**src/rtl/nn_pkg.sv**
```systemverilog
// Shared fixed-point constants and state types for the classifier datapath blocks.
package nn_pkg;

  localparam int unsigned NN_WIDTH = 16;
  localparam int unsigned NN_FRAC  = 8;

  // Q8.8 reference points used by the layer blocks
  localparam logic signed [NN_WIDTH-1:0] NN_Q_ONE = NN_WIDTH'(1 << NN_FRAC);
  localparam logic signed [NN_WIDTH-1:0] NN_Q_MAX = {1'b0, {(NN_WIDTH-1){1'b1}}};
  localparam logic signed [NN_WIDTH-1:0] NN_Q_MIN = {1'b1, {(NN_WIDTH-1){1'b0}}};

  typedef enum logic [1:0] {
    IDLE = 2'd0,
    SCAN = 2'd1,
    DONE = 2'd2
  } argmax_state_t;

endpackage

```
**src/rtl/argmax_serial.sv**
```systemverilog
// Serial argmax over one captured logit vector: one element compared per cycle,
// result held on a valid/ready output until retired.
module argmax_serial
  import nn_pkg::*;
#(
  parameter int unsigned DIM   = 10,
  parameter int unsigned WIDTH = NN_WIDTH,
  parameter int unsigned FRAC  = NN_FRAC,
  localparam int unsigned IDX_W = (DIM > 1) ? $clog2(DIM) : 1
) (
  input  logic                 clk,
  input  logic                 rst,
  input  logic                 in_valid,
  output logic                 in_ready,
  input  logic [DIM*WIDTH-1:0] in_vec,
  output logic                 out_valid,
  input  logic                 out_ready,
  output logic [IDX_W-1:0]     out_idx,
  output logic [WIDTH-1:0]     out_val,
  output logic                 busy
);

  // Fixed-point position does not affect ordering of two's complement values
  localparam int unsigned frac_unused = FRAC;

  localparam argmax_state_t FIRST_STATE = (DIM >= 2) ? SCAN : DONE;

  argmax_state_t        state;
  argmax_state_t        next_state;
  logic [DIM*WIDTH-1:0] vec;
  logic [IDX_W-1:0]     cnt;
  logic [IDX_W-1:0]     best_idx;
  logic [WIDTH-1:0]     best_val;
  logic [WIDTH-1:0]     cur_elem;
  logic                 is_last;
  logic                 greater;
  logic                 accept;

  assign cur_elem = vec[cnt*WIDTH +: WIDTH];
  assign is_last  = (cnt == IDX_W'(DIM - 1));
  assign greater  = $signed(cur_elem) > $signed(best_val);

  // Handshake and next-state decode
  always_comb begin
    next_state = state;
    in_ready   = 1'b0;
    accept     = 1'b0;

    in_ready = !rst && ((state == IDLE) || ((state == DONE) && out_ready));
    accept   = in_valid && in_ready;

    case (state)
      IDLE: if (accept) next_state = FIRST_STATE;
      SCAN: if (is_last) next_state = DONE;
      DONE: if (out_ready) next_state = accept ? FIRST_STATE : IDLE;
      default: next_state = IDLE;
    endcase
  end

  // State, scan datapath and registered result
  always_ff @(posedge clk or posedge rst) begin
    if (rst) begin
      state     <= IDLE;
      vec       <= '0;
      cnt       <= '0;
      best_idx  <= '0;
      best_val  <= '0;
      out_idx   <= '0;
      out_val   <= '0;
      out_valid <= 1'b0;
      busy      <= 1'b0;
    end else begin
      state     <= next_state;
      out_valid <= (next_state == DONE);
      busy      <= (next_state != IDLE);

      if (accept) begin
        vec      <= in_vec;
        best_val <= in_vec[WIDTH-1:0];
        best_idx <= '0;
        cnt      <= IDX_W'(1);
        // Single-element vectors skip the scan and publish element 0 directly
        if (FIRST_STATE == DONE) begin
          out_idx <= '0;
          out_val <= in_vec[WIDTH-1:0];
        end
      end else if (state == SCAN) begin
        if (greater) begin
          best_val <= cur_elem;
          best_idx <= cnt;
        end
        // Last compare folds straight into the output registers
        if (is_last) begin
          out_idx <= greater ? cnt : best_idx;
          out_val <= greater ? cur_elem : best_val;
        end else begin
          cnt <= cnt + IDX_W'(1);
        end
      end
    end
  end

endmodule

```
**config.mk**
```make
export PLATFORM = sky130hd
export DESIGN_NAME = argmax_serial
export DESIGN_NICKNAME = d
export VERILOG_FILES = /design/src/rtl/nn_pkg.sv /design/src/rtl/argmax_serial.sv
export SDC_FILE = /design/constraint.sdc
export NUM_CORES = 1
export LEC_CHECK = 0
export CORE_ASPECT_RATIO = 1.4
export CORE_MARGIN = 4
export CORE_UTILIZATION = 30
export CTS_CLUSTER_SIZE = 28
export DETAILED_ROUTE_END_ITERATION = 10
export PLACE_DENSITY = 0.54
export SKIP_LAST_GASP = 1
export SLEW_MARGIN = 15
export SYNTH_ARGS = -nofsm -noshare
export SYNTH_HDL_FRONTEND = slang
export SYNTH_SLANG_ARGS = --single-unit
```
**constraint.sdc**
```tcl
create_clock -name clk -period 7.8 [get_ports clk]
set_input_delay 0.78 -clock clk [delete_from_list [all_inputs] [get_ports clk]]
set_output_delay 0.78 -clock clk [all_outputs]
set_load 0.01 [all_outputs]
```
# == Word level (Yosys, flattened, before mapping) ==
# Index checks and enable logic that the tools add are counted.
# op_classes
order_cmp,1
n_mux,14
eq_ne,5
n_shift,1
n_bitwise,1
reduce_logical,10
addsub,1
# op_table
cell,n
$shiftx A160 B9 Y16,1
$mux W16,3
$mux W4,6
$gt A16 B16 Y1,1
$mux W2,3
$pmux W2 S3,1
$add A4 B1 Y4 const B,1
$eq A2 B2 Y1 const B,2
$eq A4 B4 Y1 const B,1
$reduce_bool A2 Y1,2
$logic_and A1 B1 Y1,3
$reduce_and A3 Y1,1
$eq A2 B1 Y1 const B,1
$logic_not A2 Y1,1
$ne A2 B1 Y1 const B,1
$reduce_and A2 Y1,1
$logic_not A1 Y1,1
$logic_or A1 B1 Y1,1
$mux W1,1
$not A1 Y1,1
# totals
wordCells,42
output_inout_bits,23
ff_bits,208
inputBits,164

# == Logic depth before layout (Yosys ltp) ==
# Gate-level depths: netlist (run 1).
# logic_depth
ltp_word,9
ltp_mapped,18
depth_no_buf,13

# == Least setup slack after synthesis (run 1) ==
# Ideal clock, no wire load.
# synth_timing
kind,register to register
startpoint,reg cnt[0]
endpoint,reg best_val[1]
path_buffers,4
path_slack_ns,3.917
stages_incl_launch_ff,16
t_arrival_ns,3.761
required_ns,7.677
period_less_slack_ns,3.883
cell_sequence,dfrtp_1 -> buf_2 -> buf_2 -> buf_4 -> mux4_2 -> nand2_1 -> o21ai_0 -> ha_1 -> nand4_2 -> nor3_2 -> a21boi_1 -> or4_4 -> mux2_4 -> buf_6 -> or3_1 -> o221a_2
# synth_between
elab_chain_cells,5
# synth_rtl
item,line_no,source
from (decl),argmax_serial.sv:31,logic [IDX_W-1:0] cnt;
from (signal assigned),argmax_serial.sv:97,cnt <= cnt + IDX_W'(1);
$shiftx A160 B9 Y16 (*),argmax_serial.sv:39,assign cur_elem = vec[cnt*WIDTH +: WIDTH];
$gt A16 B16 Y1,argmax_serial.sv:41,assign greater = $signed(cur_elem) > $signed(best_val);
$mux W16 (*),argmax_serial.sv:88,if (greater) begin
$mux W16 (*),argmax_serial.sv:87,end else if (state == SCAN) begin
$mux W16 (*),argmax_serial.sv:77,if (accept) begin
to (signal assigned),argmax_serial.sv:79,best_val <= in_vec[WIDTH-1:0];
to (signal assigned),argmax_serial.sv:89,best_val <= cur_elem;
to (decl),argmax_serial.sv:33,logic [WIDTH-1:0] best_val;
# Every way passes the cells marked *; elsewhere a longest branch is shown, timed or not. The select of a mux whose other input is x is not followed.
# A chain may end at the register's enable or synchronous reset.

# == Worst setup path in the final report (run 1) ==
# layout_timing
startpoint,reg cnt[0]
endpoint,reg best_val[15]
# Same word-level chain as after synthesis.

==> summary.md, run 1 <==
| Metric | Value |
|---|---|
| Residual DRC | `0` |
| Deepest level of the CTS H-tree | `1` |
| Critical-path cell list | `buf_4 > mux4_2 > a21oi_1 > o21ai_0 > ha_1 > nand4_2 > nor3_2 > a21boi_1 > or4_4 > mux2_4 > o21ai_4 > o221ai_1` |
| Root cell of the clock tree | `sky130_fd_sc_hd__clkbuf_16` |
| Worst-case hold path end point | `vec[80]` |
| Worst slew margin | `0.3016` |
| Share of Yosys cell area claimed by the top area cell type | `0.5307` |
| Cells on worst reg2reg path | `12` |
| Worst slew pin tran | `roughly 1.0 ns` |
| IO Pins | `~190` |
| Via total after detailed routing | `between 7,000 and 8,000` |
| I/O Buffers | `186` |
| Worst path bufs/invs | `1` |
| Largest incremental delay on the critical path | `between 0.8 and 0.9 ns` |
| Share of synthesized registers carrying an async set or reset | `1.000` |
| Cells taking the most area after synthesis | `sky130_fd_sc_hd__dfrtp_1 (53%), sky130_fd_sc_hd__nand2_1 (20%), sky130_fd_sc_hd__mux4_2 (7.3%)` |
| Final ANT Viol Nets | `0` |
| Count of mapped cells out of synthesis | `about 1,100` |
| Maximum root-to-sink buffer count | `3` |
| Number of synthesized register bits | `208` |
| End of the worst register-to-register path | `best_val[15]` |
| Critical Path Sink Type | `register` |
| Detailed placement HPWL | `about 21 mm` |
| Worst vdd ir | `around 0.00027 V` |
| Worst hold path stage count | `2` |
| Top library cells by usage in the layout, fill and taps aside | `sky130_fd_sc_hd__nand2_1 (528), sky130_fd_sc_hd__dfrtp_1 (206), sky130_fd_sc_hd__clkdlybuf4s50_1 (186), sky130_fd_sc_hd__o21ai_0 (55), sky130_fd_sc_hd__mux4_2 (32)` |
| Library cell occupying the most area in the post-synthesis netlist | `sky130_fd_sc_hd__dfrtp_1` |
| Cell family with the largest share of critical-path delay | `compound AO/OA/AOI/OAI gates` |
| Horizontal extent of the die | `between 150 and 200 um` |
| Worst clock skew on the final layout | `0.01082 ns` |
| Minimum clock period | `4.823 ns` |
| Area used by sequential logic in the layout | `between 0.005 and 0.006 sq mm` |
| Post-placement setup slack | `roughly 3.0 ns` |
| Period Utilization, post-route | `0.6184` |
| Number of distinct standard cells referenced by the synthesized netlist | `38` |
| Core box area | `about 0.032 sq mm` |
| Nets | `between 1,000 and 1,500` |
| Required time at the worst-slack endpoint | `about 8.2 ns` |
| Maximum frequency from static timing analysis | `about 210 MHz` |
| Nature of the critical path startpoint | `register` |
| Number of enable flip-flop cells after synthesis | `0` |
| Initial cell density of the core | `0.3036` |
| CTS buffer count | `23` |
| Total setup buffers inserted after CTS | `0` |
| Launch point of the worst hold path | `vec[80]` |
| Number of maximum-capacitance constraint violations | `0` |
| Most used flip-flop cell after synthesis | `sky130_fd_sc_hd__dfrtp_1` |
| Count of yosys warnings during synthesis | `0` |
| Clock latency of the later-clocked register in the worst-skew pair | `around 0.5 ns` |
| Pin count of the biggest net entering global routing | `approximately 130` |
| Die footprint | `approximately 0.036 sq mm` |
| Setup TNS | `0 ns` |
| DRC marker count from the first detailed-route iteration | `392` |
| Synth Cell Area | `0.009807 sq mm` |
| Tightest Hold Check Type | `reg2reg` |
| Wire length of the first global-routing pass | `47.12 mm` |
| Total congestion overflow | `0` |
| Number of pins with negative max-slew slack in the final report | `0` |
| Quantity of hold-fixing buffers added after cts | `0` |
| Area growth from synthesis to layout | `30.84%` |
| Most frequent standard cell in the layout excluding fill and tap cells | `sky130_fd_sc_hd__nand2_1` |
| RSZ-0062 raised after global routing | `false` |
| Via count of the first global-routing pass | `8,423` |
| Proportion of layout cells with a drive suffix above 1 | `0.08633` |
| Resize count post-CTS | `0` |
| Sequential area share after synthesis | `0.5307` |
| Critical Path AT | `between 5 and 6 ns` |
| Number of sinks driven by the clock tree | `approximately 210` |
| Slowest CP cell | `sky130_fd_sc_hd__dfrtp_4` |
| Total of endpoints with negative setup slack in the final report | `0` |
| DRT Wirelength | `around 30 mm` |
| Routed length per placed instance | `17.59 um` |
| PnR worst setup slack | `2.977 ns` |
| Gp weighted congestion | `0.8167` |
| CTS tree | `built` |
| Run status | `finished, final reports clean` |
| Height of the chip | `approximately 220 um` |
| GRT Total Usage | `0.1655` |
| TritonRoute pass-1 iters | `5` |
| Average via count per standard cell | `4.624` |
| Power density over the cells | `443.3 mW/mm^2` |
| Leakage power | `around 6.1 nW` |
| CP max FO | `37` |
| Total nets after synthesis | `between 1,000 and 1,500` |
| Number of standard-cell rows in the floorplan | `between 70 and 80` |
| Register clock-pin slew on the reported worst setup and hold paths | `roughly 0.060 ns` |
| Final Hold Violating Endpoints | `0` |
| Slack of the worst reg-to-reg path | `around 3.0 ns` |
| R2r startpoint | `cnt[0]` |
| Fill count | `3,264` |
| Area of the multi-input gates | `approximately 0.0042 sq mm` |
| Synthesized area divided by synthesized cell count | `between 9 and 10 sq um` |
| Number of antenna violations at the first check in global routing | `2` |
| Crit Path Category | `reg2reg` |
-- routing by layer --
metal	vias to the layer above	global-route usage	routed length, um
li1	3833	-	-
met1	3774	0.2173	12650
met2	181	0.2853	15060
met3	40	0.01878	1187
met4	0	0.05452	884
met5	-	0	0
-- report_power, final --
group | leakage (nW) | total (mW) | internal [mW] | switching [mW]
combinational | 3.15 | 2.53 | 1.16 | 1.37
clock | 0.396 | 1.12 | 0.682 | 0.439
sequential | 2.58 | 2.04 | 1.62 | 0.416
-- cells in the mapped netlist (2+ instances only) --
cell / number
sky130_fd_sc_hd__inv_1: 22
sky130_fd_sc_hd__buf_6: 2
sky130_fd_sc_hd__xnor2_1: 3
sky130_fd_sc_hd__o221a_2: 15
sky130_fd_sc_hd__or3_1: 14
sky130_fd_sc_hd__mux4_2: 32
sky130_fd_sc_hd__nand2b_1: 3
sky130_fd_sc_hd__nor3_1: 18
sky130_fd_sc_hd__o21ai_0: 55
sky130_fd_sc_hd__nand2_1: 529
sky130_fd_sc_hd__clkbuf_1: 48
sky130_fd_sc_hd__nand4_1: 3
sky130_fd_sc_hd__a21o_1: 2
sky130_fd_sc_hd__buf_4: 2
sky130_fd_sc_hd__nor2b_1: 2
sky130_fd_sc_hd__nand3_1: 3
sky130_fd_sc_hd__mux2i_1: 19
sky130_fd_sc_hd__ha_1: 18
sky130_fd_sc_hd__nor2_1: 27
sky130_fd_sc_hd__buf_1: 2
sky130_fd_sc_hd__a21oi_1: 26
sky130_fd_sc_hd__buf_2: 13
sky130_fd_sc_hd__dfrtp_1: 208
-- tightest hold or removal path, delay by kind of cell, from the launching register on --
| family | cells | cell delay [ns] |
|---|---|---|
| DFF | 1 | 0.34 |
| and+or+nand+nor | 2 | 0.10 |
-- kinds of logic after synthesis --
kind of cell / after synthesis / share of synthesized area
flip-flops: 208 / 0.5307
adder cells (fa/ha/maj): 18 / 0.02297
AND/OR/NAND/NOR: 606 / 0.2439
buffers and inverters: 89 / 0.03802
AO/OA/AOI/OAI: 105 / 0.06724
multiplexers: 52 / 0.09441
XOR/XNOR: 3 / 0.002680
-- final cells by class --
type	count	area share
antenna	2	0.0003901
tap	440	0.04291
timing repair buffer	196	0.1519
clock inverter	8	0.007313
inverter	22	0.007021
multi-input combinational	784	0.3304
clock buffer	33	0.05402
sequential	208	0.4060
-- stage by stage --
step / hold slack [ns] / area, sq um / util / instances / power, mW
3_5_place_dp: 0.4587 / 12020 / 0.3721 / 1649 / 4.600
3_3_place_gp: 0.4544 / 12020 / 0.3721 / 1649 / 4.564
6_report: 0.4709 / 12830 / 0.3972 / 1693 / 5.689
2_1_floorplan: 0.4403 / 9807 / - / 1081 / 3.810
4_1_cts: 0.4741 / 12810 / 0.3964 / 1690 / 5.752
5_1_grt: 0.4800 / 12830 / 0.3972 / 1693 / 6.148
-- flip-flops by register name, summed over array words and instances, names as in the netlist --
register and count:
best_idx 4, best_val 16, busy 1, cnt 4, out_idx 4, out_val 16, out_valid 1, state 2
vec 160
-- how the worst max path moves through the flow --
stage	from	end	slack, ns	depth (start not counted)
final	cnt[0]	best_val[15]	2.98	12
after global routing	cnt[0]	best_val[5]	2.71	12
after CTS	cnt[0]	best_val[15]	2.96	12
after detailed placement	cnt[0]	best_val[15]	2.98	12
after global placement	cnt[0]	best_val[15]	3.03	12
after floorplan	rst	best_idx[0]	1.34	1
Power figures use the tool's default switching activity.
==> inputs of run 2 (changes only) <==
Settings changed: PLACE_DENSITY 0.54 to 0.56.
Clock period 7.8 ns to 4.3 ns, I/O delays scaled along.
==> run 2 against run 1 <==
Effect of this change: final cell count up 0.71%; power up 86%; setup slack worse by 2.7 ns; via count up 2.0%; critical path depth unchanged; register-to-register slack worse by 2.7 ns; global-route usage down 0.36 points; first-iteration DRC count up 5.4%; die area unchanged; maximum frequency up 19%.
==> summary.md, run 2 (synthesis gave the netlist of run 1 again) <==
| Metric | Value |
|---|---|
| Total setup buffers inserted after CTS | `0 (unchanged)` |
| Pin count of the biggest net entering global routing | `79 (was 129)` |
| Resize count post-CTS | `0 (unchanged)` |
| CTS buffer count | `22 (was 23)` |
| TritonRoute pass-1 iters | `5 (unchanged)` |
| Horizontal extent of the die | `160.8 um (unchanged)` |
| Fin Hold WS | `0.3375 ns (was 0.4709 ns)` |
| Average via count per standard cell | `4.684 (was 4.624)` |
| Period Utilization, post-route | `0.9463 (was 0.6184)` |
| I/O Buffers | `186 (unchanged)` |
| Die footprint | `0.03569 sq mm (unchanged)` |
| Worst path bufs/invs | `2 (was 1)` |
| Number of maximum-capacitance constraint violations | `0 (unchanged)` |
| Nature of the critical path startpoint | `register (unchanged)` |
| Top flop regs | `vec: 160 flops, best_val: 16 flops, out_val: 16 flops (unchanged)` |
| Setup TNS | `0 ns (unchanged)` |
| Crit Path Category | `reg2reg (unchanged)` |
| Gp weighted congestion | `0.8535 (was 0.8167)` |
| Area of the multi-input gates | `0.004239 sq mm (unchanged)` |
| Cell family with the largest share of critical-path delay | `compound AO/OA/AOI/OAI gates (unchanged)` |
| Final ANT Viol Nets | `0 (unchanged)` |
| End of the worst register-to-register path | `best_val[15] (unchanged)` |
| Top library cells by usage in the layout, fill and taps aside | `sky130_fd_sc_hd__nand2_1 (528), sky130_fd_sc_hd__dfrtp_1 (206), sky130_fd_sc_hd__clkdlybuf4s50_1 (186), sky130_fd_sc_hd__o21ai_0 (55), sky130_fd_sc_hd__mux4_2 (32) (unchanged)` |
| Detailed placement HPWL | `21.77 mm (was 21.35 mm)` |
| Worst clock skew on the final layout | `0.01111 ns (was 0.01082 ns)` |
| Maximum root-to-sink buffer count | `3 (unchanged)` |
| Tightest Hold Check Type | `in2async (was reg2reg)` |
| Worst slew margin | `0.4147 (was 0.3016)` |
| Register clock-pin slew on the reported worst setup and hold paths | `0.07 ns (was 0.06 ns)` |
| Initial cell density of the core | `0.3036 (unchanged)` |
| Area used by sequential logic in the layout | `0.005210 sq mm (unchanged)` |
| DRT Wirelength | `29.55 mm (was 29.79 mm)` |
| Fill count | `3,224 (was 3,264)` |
| Post-layout power | `10.58 mW (was 5.689 mW)` |
| Run status | `finished, final reports clean (unchanged)` |
| Max FFs per register | `160 (unchanged)` |
| Required time at the worst-slack endpoint | `4.67 ns (was 8.16 ns)` |
| Most flops, register | `vec (unchanged)` |
| Maximum frequency from static timing analysis | `245.7 MHz (was 207.3 MHz)` |
| Nets | `1,431 (was 1,417)` |
| Minimum clock period | `4.069 ns (was 4.823 ns)` |
| Power density over the cells | `812.0 mW/mm^2 (was 443.3 mW/mm^2)` |
| Slack of the worst reg-to-reg path | `0.23 ns (was 2.98 ns)` |
| Worst slew pin tran | `0.8780 ns (was 1.048 ns)` |
| Quantity of hold-fixing buffers added after cts | `0 (unchanged)` |
| Via count of the first global-routing pass | `8,337 (was 8,423)` |
| Slowest CP cell | `sky130_fd_sc_hd__dfrtp_2 (was sky130_fd_sc_hd__dfrtp_4)` |
| Number of standard-cell rows in the floorplan | `78 (unchanged)` |
| Clock latency of the later-clocked register in the worst-skew pair | `0.51 ns (about the same)` |
| Worst vdd ir | `0.0004933 V (was 0.0002738 V)` |
| Critical Path AT | `4.44 ns (was 5.18 ns)` |
| CP max FO | `35 (was 37)` |
| Residual DRC | `0 (unchanged)` |
| Routed length per placed instance | `17.33 um (was 17.59 um)` |
| GRT Total Usage | `0.1618 (was 0.1655)` |
| Total of endpoints with negative setup slack in the final report | `0 (unchanged)` |
| Root cell of the clock tree | `sky130_fd_sc_hd__clkbuf_16 (unchanged)` |
| R2r startpoint | `cnt[1] (was cnt[0])` |
| Largest incremental delay on the critical path | `0.56 ns (was 0.88 ns)` |
| Leakage power | `6.215 nW (was 6.123 nW)` |
| Critical-path cell list | `buf_12 > mux4_2 > a21oi_1 > o21ai_0 > ha_1 > a21oi_1 > a21boi_1 > or4_4 > mux2_4 > o21ai_4 > buf_12 > o221ai_1 (was buf_4 > mux4_2 > a21oi_1 > o21ai_0 > ha_1 > nand4_2 > nor3_2 > a21boi_1 > or4_4 > mux2_4 > o21ai_4 > o221ai_1)` |
| Number of pins with negative max-slew slack in the final report | `0 (unchanged)` |
| Final Hold Violating Endpoints | `0 (unchanged)` |
| Proportion of layout cells with a drive suffix above 1 | `0.09573 (was 0.08633)` |
| Number of sinks driven by the clock tree | `208 (unchanged)` |
| Via total after detailed routing | `7,987 (was 7,828)` |
| Wire length of the first global-routing pass | `46.43 mm (was 47.12 mm)` |
| IO Pins | `187 (unchanged)` |
| Core box area | `0.03230 sq mm (unchanged)` |
| Critical Path Sink Type | `register (unchanged)` |
| DRC marker count from the first detailed-route iteration | `413 (was 392)` |
| CTS tree | `built (unchanged)` |
| Number of antenna violations at the first check in global routing | `1 (was 2)` |
| Height of the chip | `221.9 um (unchanged)` |
| Area growth from synthesis to layout | `32.84% (was 30.84%)` |
| Cells on worst reg2reg path | `12 (unchanged)` |
| Most frequent standard cell in the layout excluding fill and tap cells | `sky130_fd_sc_hd__nand2_1 (unchanged)` |
| RSZ-0062 raised after global routing | `false (unchanged)` |
| Total congestion overflow | `0 (unchanged)` |
| Deepest level of the CTS H-tree | `1 (unchanged)` |
[run 2: metal layers]
| metal | track usage | part of all wire |
|---|---|---|
| met3 | 0.02157 | 0.049 |
| met4 | 0.04983 | 0.027 |
| met1 | 0.2080 | 0.42 |
| met5 | 0 | 0 |
| met2 | 0.2835 | 0.50 |
[run 2: worst max path at each step]
| stage | slack (ns) | to | depth (start not counted) | start |
|---|---|---|---|---|
| floorplan | 0.42 | best_val[6] | 15 | cnt[0] |
| global placement | 0.16 | best_val[15] | 12 | cnt[1] |
| detailed placement | 0.11 | best_val[15] | 11 | cnt[1] |
| CTS | 0.1 | best_val[15] | 11 | cnt[1] |
| global route | 0.08 | best_val[13] | 13 | cnt[0] |
| finish | 0.23 | best_val[15] | 12 | cnt[1] |
[run 2: final cells by class]
type,count,share of cell area
Inverter,22,0.006627
Tap cell,440,0.04226
Sequential cell,208,0.3999
Multi-Input combinational cell,784,0.3254
Antenna cell,1,0.0001921
Timing Repair Buffer,211,0.1669
Clock buffer,32,0.05215
Clock inverter,7,0.006531
[run 2: power breakdown]
| group | internal, mW | switching [mW] |
|---|---|---|
| registers | 2.95 | 0.631 |
| logic | 2.32 | 2.67 |
| clock network | 1.21 | 0.790 |
[run 2: stage by stage]
| stage | setup slack (ns) | util | cells | cell area (sq um) |
|---|---|---|---|---|
| finish | 0.2307 | 0.4033 | 1705 | 13030 |
| floorplan | 0.4166 | - | 1081 | 9811 |
| CTS | 0.09750 | 0.4026 | 1703 | 13010 |
| detailed placement | 0.1065 | 0.3789 | 1664 | 12240 |
| global route | 0.08159 | 0.4033 | 1705 | 13030 |
| global placement | 0.1638 | 0.3789 | 1664 | 12240 |
[run 2: worst register-to-register path, delay by kind of cell, from the launching register on]
family,cells,cell delay [ns]
AO/OA/AOI/OAI,6,1.05
adder cells (fa/ha/maj),1,0.39
buffers and inverters,2,0.42
flip-flops,1,0.56
multiplexers,2,1.02
AND/OR/NAND/NOR,1,0.50
==> inputs of run 3 (changes only) <==
Settings changed: CTS_CLUSTER_DIAMETER set to 30, PLACE_DENSITY 0.56 to unset.
==> run 3 against run 2 <==
Effect of this change: power up 9.9%; cell area up 4.0%; critical path type unchanged; final cell count up 1.8%; clock-buffer cell count up 17; largest cell class unchanged; worst hold slack better by 0.022 ns; clock skew up 0.0080 ns; maximum frequency up 1.9%.
==> summary.md, run 3 (synthesis gave the netlist of run 1 again) <==
| Metric | Value |
|---|---|
| Critical Path AT | `4.43 ns (was 4.44 ns)` |
| Pin count of the biggest net entering global routing | `130 (was 79)` |
| Wire length of the first global-routing pass | `47.59 mm (was 46.43 mm)` |
| Number of maximum-capacitance constraint violations | `0 (unchanged)` |
| Root cell of the clock tree | `sky130_fd_sc_hd__clkbuf_16 (unchanged)` |
| Via count of the first global-routing pass | `8,676 (was 8,337)` |
| Top flop regs | `vec: 160 flops, best_val: 16 flops, out_val: 16 flops (unchanged)` |
| Residual DRC | `0 (unchanged)` |
| Leakage power | `6.442 nW (was 6.215 nW)` |
| Number of antenna diodes | `0 (was 1)` |
| End of the worst register-to-register path | `best_val[5] (was best_val[15])` |
| CTS tree | `built (unchanged)` |
| Run status | `finished, final reports clean (unchanged)` |
| Most frequent standard cell in the layout excluding fill and tap cells | `sky130_fd_sc_hd__nand2_1 (unchanged)` |
| Cell family with the largest share of critical-path delay | `multiplexers (was compound AO/OA/AOI/OAI gates)` |
| TritonRoute pass-1 iters | `5 (unchanged)` |
| Final ANT Viol Nets | `0 (unchanged)` |
| Average via count per standard cell | `4.690 (was 4.684)` |
| Quantity of hold-fixing buffers added after cts | `0 (unchanged)` |
| Total of endpoints with negative setup slack in the final report | `0 (unchanged)` |
| Minimum clock period | `3.995 ns (was 4.069 ns)` |
| Largest incremental delay on the critical path | `0.64 ns (was 0.56 ns)` |
| Die footprint | `0.03569 sq mm (unchanged)` |
| R2r startpoint | `cnt[0] (was cnt[1])` |
| PnR worst setup slack | `0.3054 ns (was 0.2307 ns)` |
| Max FFs per register | `160 (unchanged)` |
| Number of antenna violations at the first check in global routing | `0 (was 1)` |
| Via total after detailed routing | `8,137 (was 7,987)` |
| Slack of the worst reg-to-reg path | `0.31 ns (was 0.23 ns)` |
| Worst path bufs/invs | `2 (unchanged)` |
| End-of-flow core utilization | `0.4192 (was 0.4033)` |
| Deepest level of the CTS H-tree | `2 (was 1)` |
| DRT Wirelength | `29.99 mm (was 29.55 mm)` |
| Cell-internal power | `7.260 mW (was 6.483 mW)` |
| Gp weighted congestion | `0.8700 (was 0.8535)` |
| Maximum frequency from static timing analysis | `250.3 MHz (was 245.7 MHz)` |
| DRC marker count from the first detailed-route iteration | `530 (was 413)` |
| Post-placement setup slack | `0.1746 ns (was 0.1065 ns)` |
| Detailed placement HPWL | `21.99 mm (was 21.77 mm)` |
| Final Hold Violating Endpoints | `0 (unchanged)` |
| Worst slew pin tran | `0.7532 ns (was 0.8780 ns)` |
| Period Utilization, post-route | `0.9290 (was 0.9463)` |
| Required time at the worst-slack endpoint | `4.74 ns (was 4.67 ns)` |
| Tightest Hold Check Type | `in2async (unchanged)` |
| Horizontal extent of the die | `160.8 um (unchanged)` |
| Clock power frac | `0.260 (was 0.189)` |
| CP max FO | `25 (was 35)` |
| GRT Total Usage | `0.1671 (was 0.1618)` |
| Worst vdd ir | `0.0004645 V (was 0.0004933 V)` |
| Critical-path cell list | `buf_12 > mux4_2 > a21oi_1 > o21ai_0 > ha_1 > nand4_2 > nor3_2 > a21boi_1 > or4_4 > mux2_4 > o21ai_4 > buf_12 > o221a_2 (was buf_12 > mux4_2 > a21oi_1 > o21ai_0 > ha_1 > a21oi_1 > a21boi_1 > or4_4 > mux2_4 > o21ai_4 > buf_12 > o221ai_1)` |
| Nature of the critical path startpoint | `register (unchanged)` |
| IO Pins | `187 (unchanged)` |
| Initial cell density of the core | `0.3036 (unchanged)` |
| Cells on worst reg2reg path | `13 (was 12)` |
| Number of pins with negative max-slew slack in the final report | `0 (unchanged)` |
| Routed length per placed instance | `17.29 um (was 17.33 um)` |
| Setup TNS | `0 ns (unchanged)` |
| Total congestion overflow | `0 (unchanged)` |
| Crit Path Category | `reg2reg (unchanged)` |
| Power share of the sequential group | `0.315 (was 0.339)` |
| Height of the chip | `221.9 um (unchanged)` |
| Nets | `1,449 (was 1,431)` |
| Register clock-pin slew on the reported worst setup and hold paths | `0.05 ns (was 0.07 ns)` |
| Number of standard-cell rows in the floorplan | `78 (unchanged)` |
| Worst clock skew on the final layout | `0.01906 ns (was 0.01111 ns)` |
| Number of sinks driven by the clock tree | `208 (unchanged)` |
| Proportion of layout cells with a drive suffix above 1 | `0.1166 (was 0.09573)` |
| Share of power burned in combinational logic | `0.425 (was 0.472)` |
| Switching power summed over all nets | `4.369 mW (was 4.095 mW)` |
| Clock latency of the later-clocked register in the worst-skew pair | `0.51 ns (about the same)` |
| Critical Path Sink Type | `register (unchanged)` |
| Area growth from synthesis to layout | `38.10% (was 32.84%)` |
| Maximum root-to-sink buffer count | `3 (unchanged)` |
| Worst slew margin | `0.4979 (was 0.4147)` |
| Core box area | `0.03230 sq mm (unchanged)` |
| Slowest CP cell | `sky130_fd_sc_hd__dfrtp_4 (was sky130_fd_sc_hd__dfrtp_2)` |
| Switching power as a share of total power | `0.3757 (was 0.3871)` |
| CTS buffer count | `38 (was 22)` |
| Top library cells by usage in the layout, fill and taps aside | `sky130_fd_sc_hd__nand2_1 (528), sky130_fd_sc_hd__dfrtp_1 (206), sky130_fd_sc_hd__clkdlybuf4s50_1 (186), sky130_fd_sc_hd__o21ai_0 (55), sky130_fd_sc_hd__clkbuf_16 (41) (was sky130_fd_sc_hd__nand2_1 (528), sky130_fd_sc_hd__dfrtp_1 (206), sky130_fd_sc_hd__clkdlybuf4s50_1 (186), sky130_fd_sc_hd__o21ai_0 (55), sky130_fd_sc_hd__mux4_2 (32))` |
| Most flops, register | `vec (unchanged)` |
| Cell type with the highest occurrence count on the critical path | `sky130_fd_sc_hd__buf_12` |
| RSZ-0062 raised after global routing | `false (unchanged)` |
| I/O Buffers | `186 (unchanged)` |
| Power density over the cells | `858.7 mW/mm^2 (was 812.0 mW/mm^2)` |
| Fill count | `3,183 (was 3,224)` |
[run 3: changes by cell type in the layout (fill, tap and decap cells not counted), sizes merged]
| cell | before | now |
|---|---|---|
| buf | 25 | 27 |
| inv | 21 | 23 |
| clkinvlp | 1 | 9 |
| diode | 1 | 0 |
| bufinv | 2 | 3 |
| clkbuf | 32 | 49 |
| clkinv | 5 | 6 |
[run 3: area by class of cell]
| type | instances | area (sq um) | area share |
|---|---|---|---|
| Sequential cell | 208 | 5213 | 0.3849 |
| Timing Repair Buffer | 213 | 2140 | 0.1580 |
| Tap cell | 440 | 550.5 | 0.04065 |
| Multi-Input combinational cell | 784 | 4239 | 0.3130 |
| Inverter | 22 | 86.33 | 0.006375 |
| Clock buffer | 49 | 1106 | 0.08167 |
| Clock inverter | 19 | 209.0 | 0.01543 |
[run 3: timing repair]
action / CTS / global route
buffers inserted: 0 / 1
hold endpoints to repair: 0 / 0
resized for setup: 0 / 1
endpoints found under the setup margin: 0 / 16
[run 3: per-stage QoR]
step | instance area [sq um] | total power [mW] | cells | hold slack (ns)
floorplan | 9811 | 6.911 | 1081 | 0.4403
global placement | 12210 | 8.506 | 1666 | 0.4532
detailed placement | 12210 | 8.552 | 1666 | 0.4583
CTS | 13520 | 11.65 | 1734 | 0.3493
global route | 13540 | 12.46 | 1735 | 0.3828
finish | 13540 | 11.63 | 1735 | 0.3597
[run 3: per-layer routing]
metal	GRT usage	vias to the layer above	share of wire
met5	0	-	0
met4	0.05865	0	0.027
met3	0.03087	45	0.055
met2	0.2809	253	0.49
met1	0.2166	3925	0.43
li1	-	3914	-
[run 3: worst register-to-register path, stage by stage (launching register included)]
cell	delay [ns]
sky130_fd_sc_hd__dfrtp_4	0.64
sky130_fd_sc_hd__buf_12	0.20
sky130_fd_sc_hd__mux4_2	0.49
sky130_fd_sc_hd__a21oi_1	0.15
sky130_fd_sc_hd__o21ai_0	0.19
sky130_fd_sc_hd__ha_1	0.40
sky130_fd_sc_hd__nand4_2	0.15
sky130_fd_sc_hd__nor3_2	0.07
sky130_fd_sc_hd__a21boi_1	0.13
sky130_fd_sc_hd__or4_4	0.50
sky130_fd_sc_hd__mux2_4	0.43
sky130_fd_sc_hd__o21ai_4	0.21
sky130_fd_sc_hd__buf_12	0.17
sky130_fd_sc_hd__o221a_2	0.20
[run 3: power by group through the flow]
stage	Combinational [mW]	Clock [mW]	Sequential [mW]
3_3_place_gp	4.84	0	3.67
4_1_cts	4.91	3.07	3.66
5_1_grt	5.51	3.17	3.78
3_5_place_dp	4.88	0	3.67
2_1_floorplan	3.53	0	3.38
6_report	4.94	3.02	3.66
[run 3: worst max path at each step]
| stage | from | to | slack, ns | cells past startpoint |
|---|---|---|---|---|
| 2_1_floorplan | cnt[0] | best_val[6] | 0.42 | 15 |
| 3_3_place_gp | cnt[0] | best_val[15] | 0.28 | 12 |
| 3_5_place_dp | cnt[1] | best_val[15] | 0.17 | 12 |
| 4_1_cts | cnt[1] | best_val[5] | 0.15 | 12 |
| 5_1_grt | cnt[0] | best_idx[0] | 0.08 | 13 |
| 6_report | cnt[0] | best_val[5] | 0.31 | 13 |
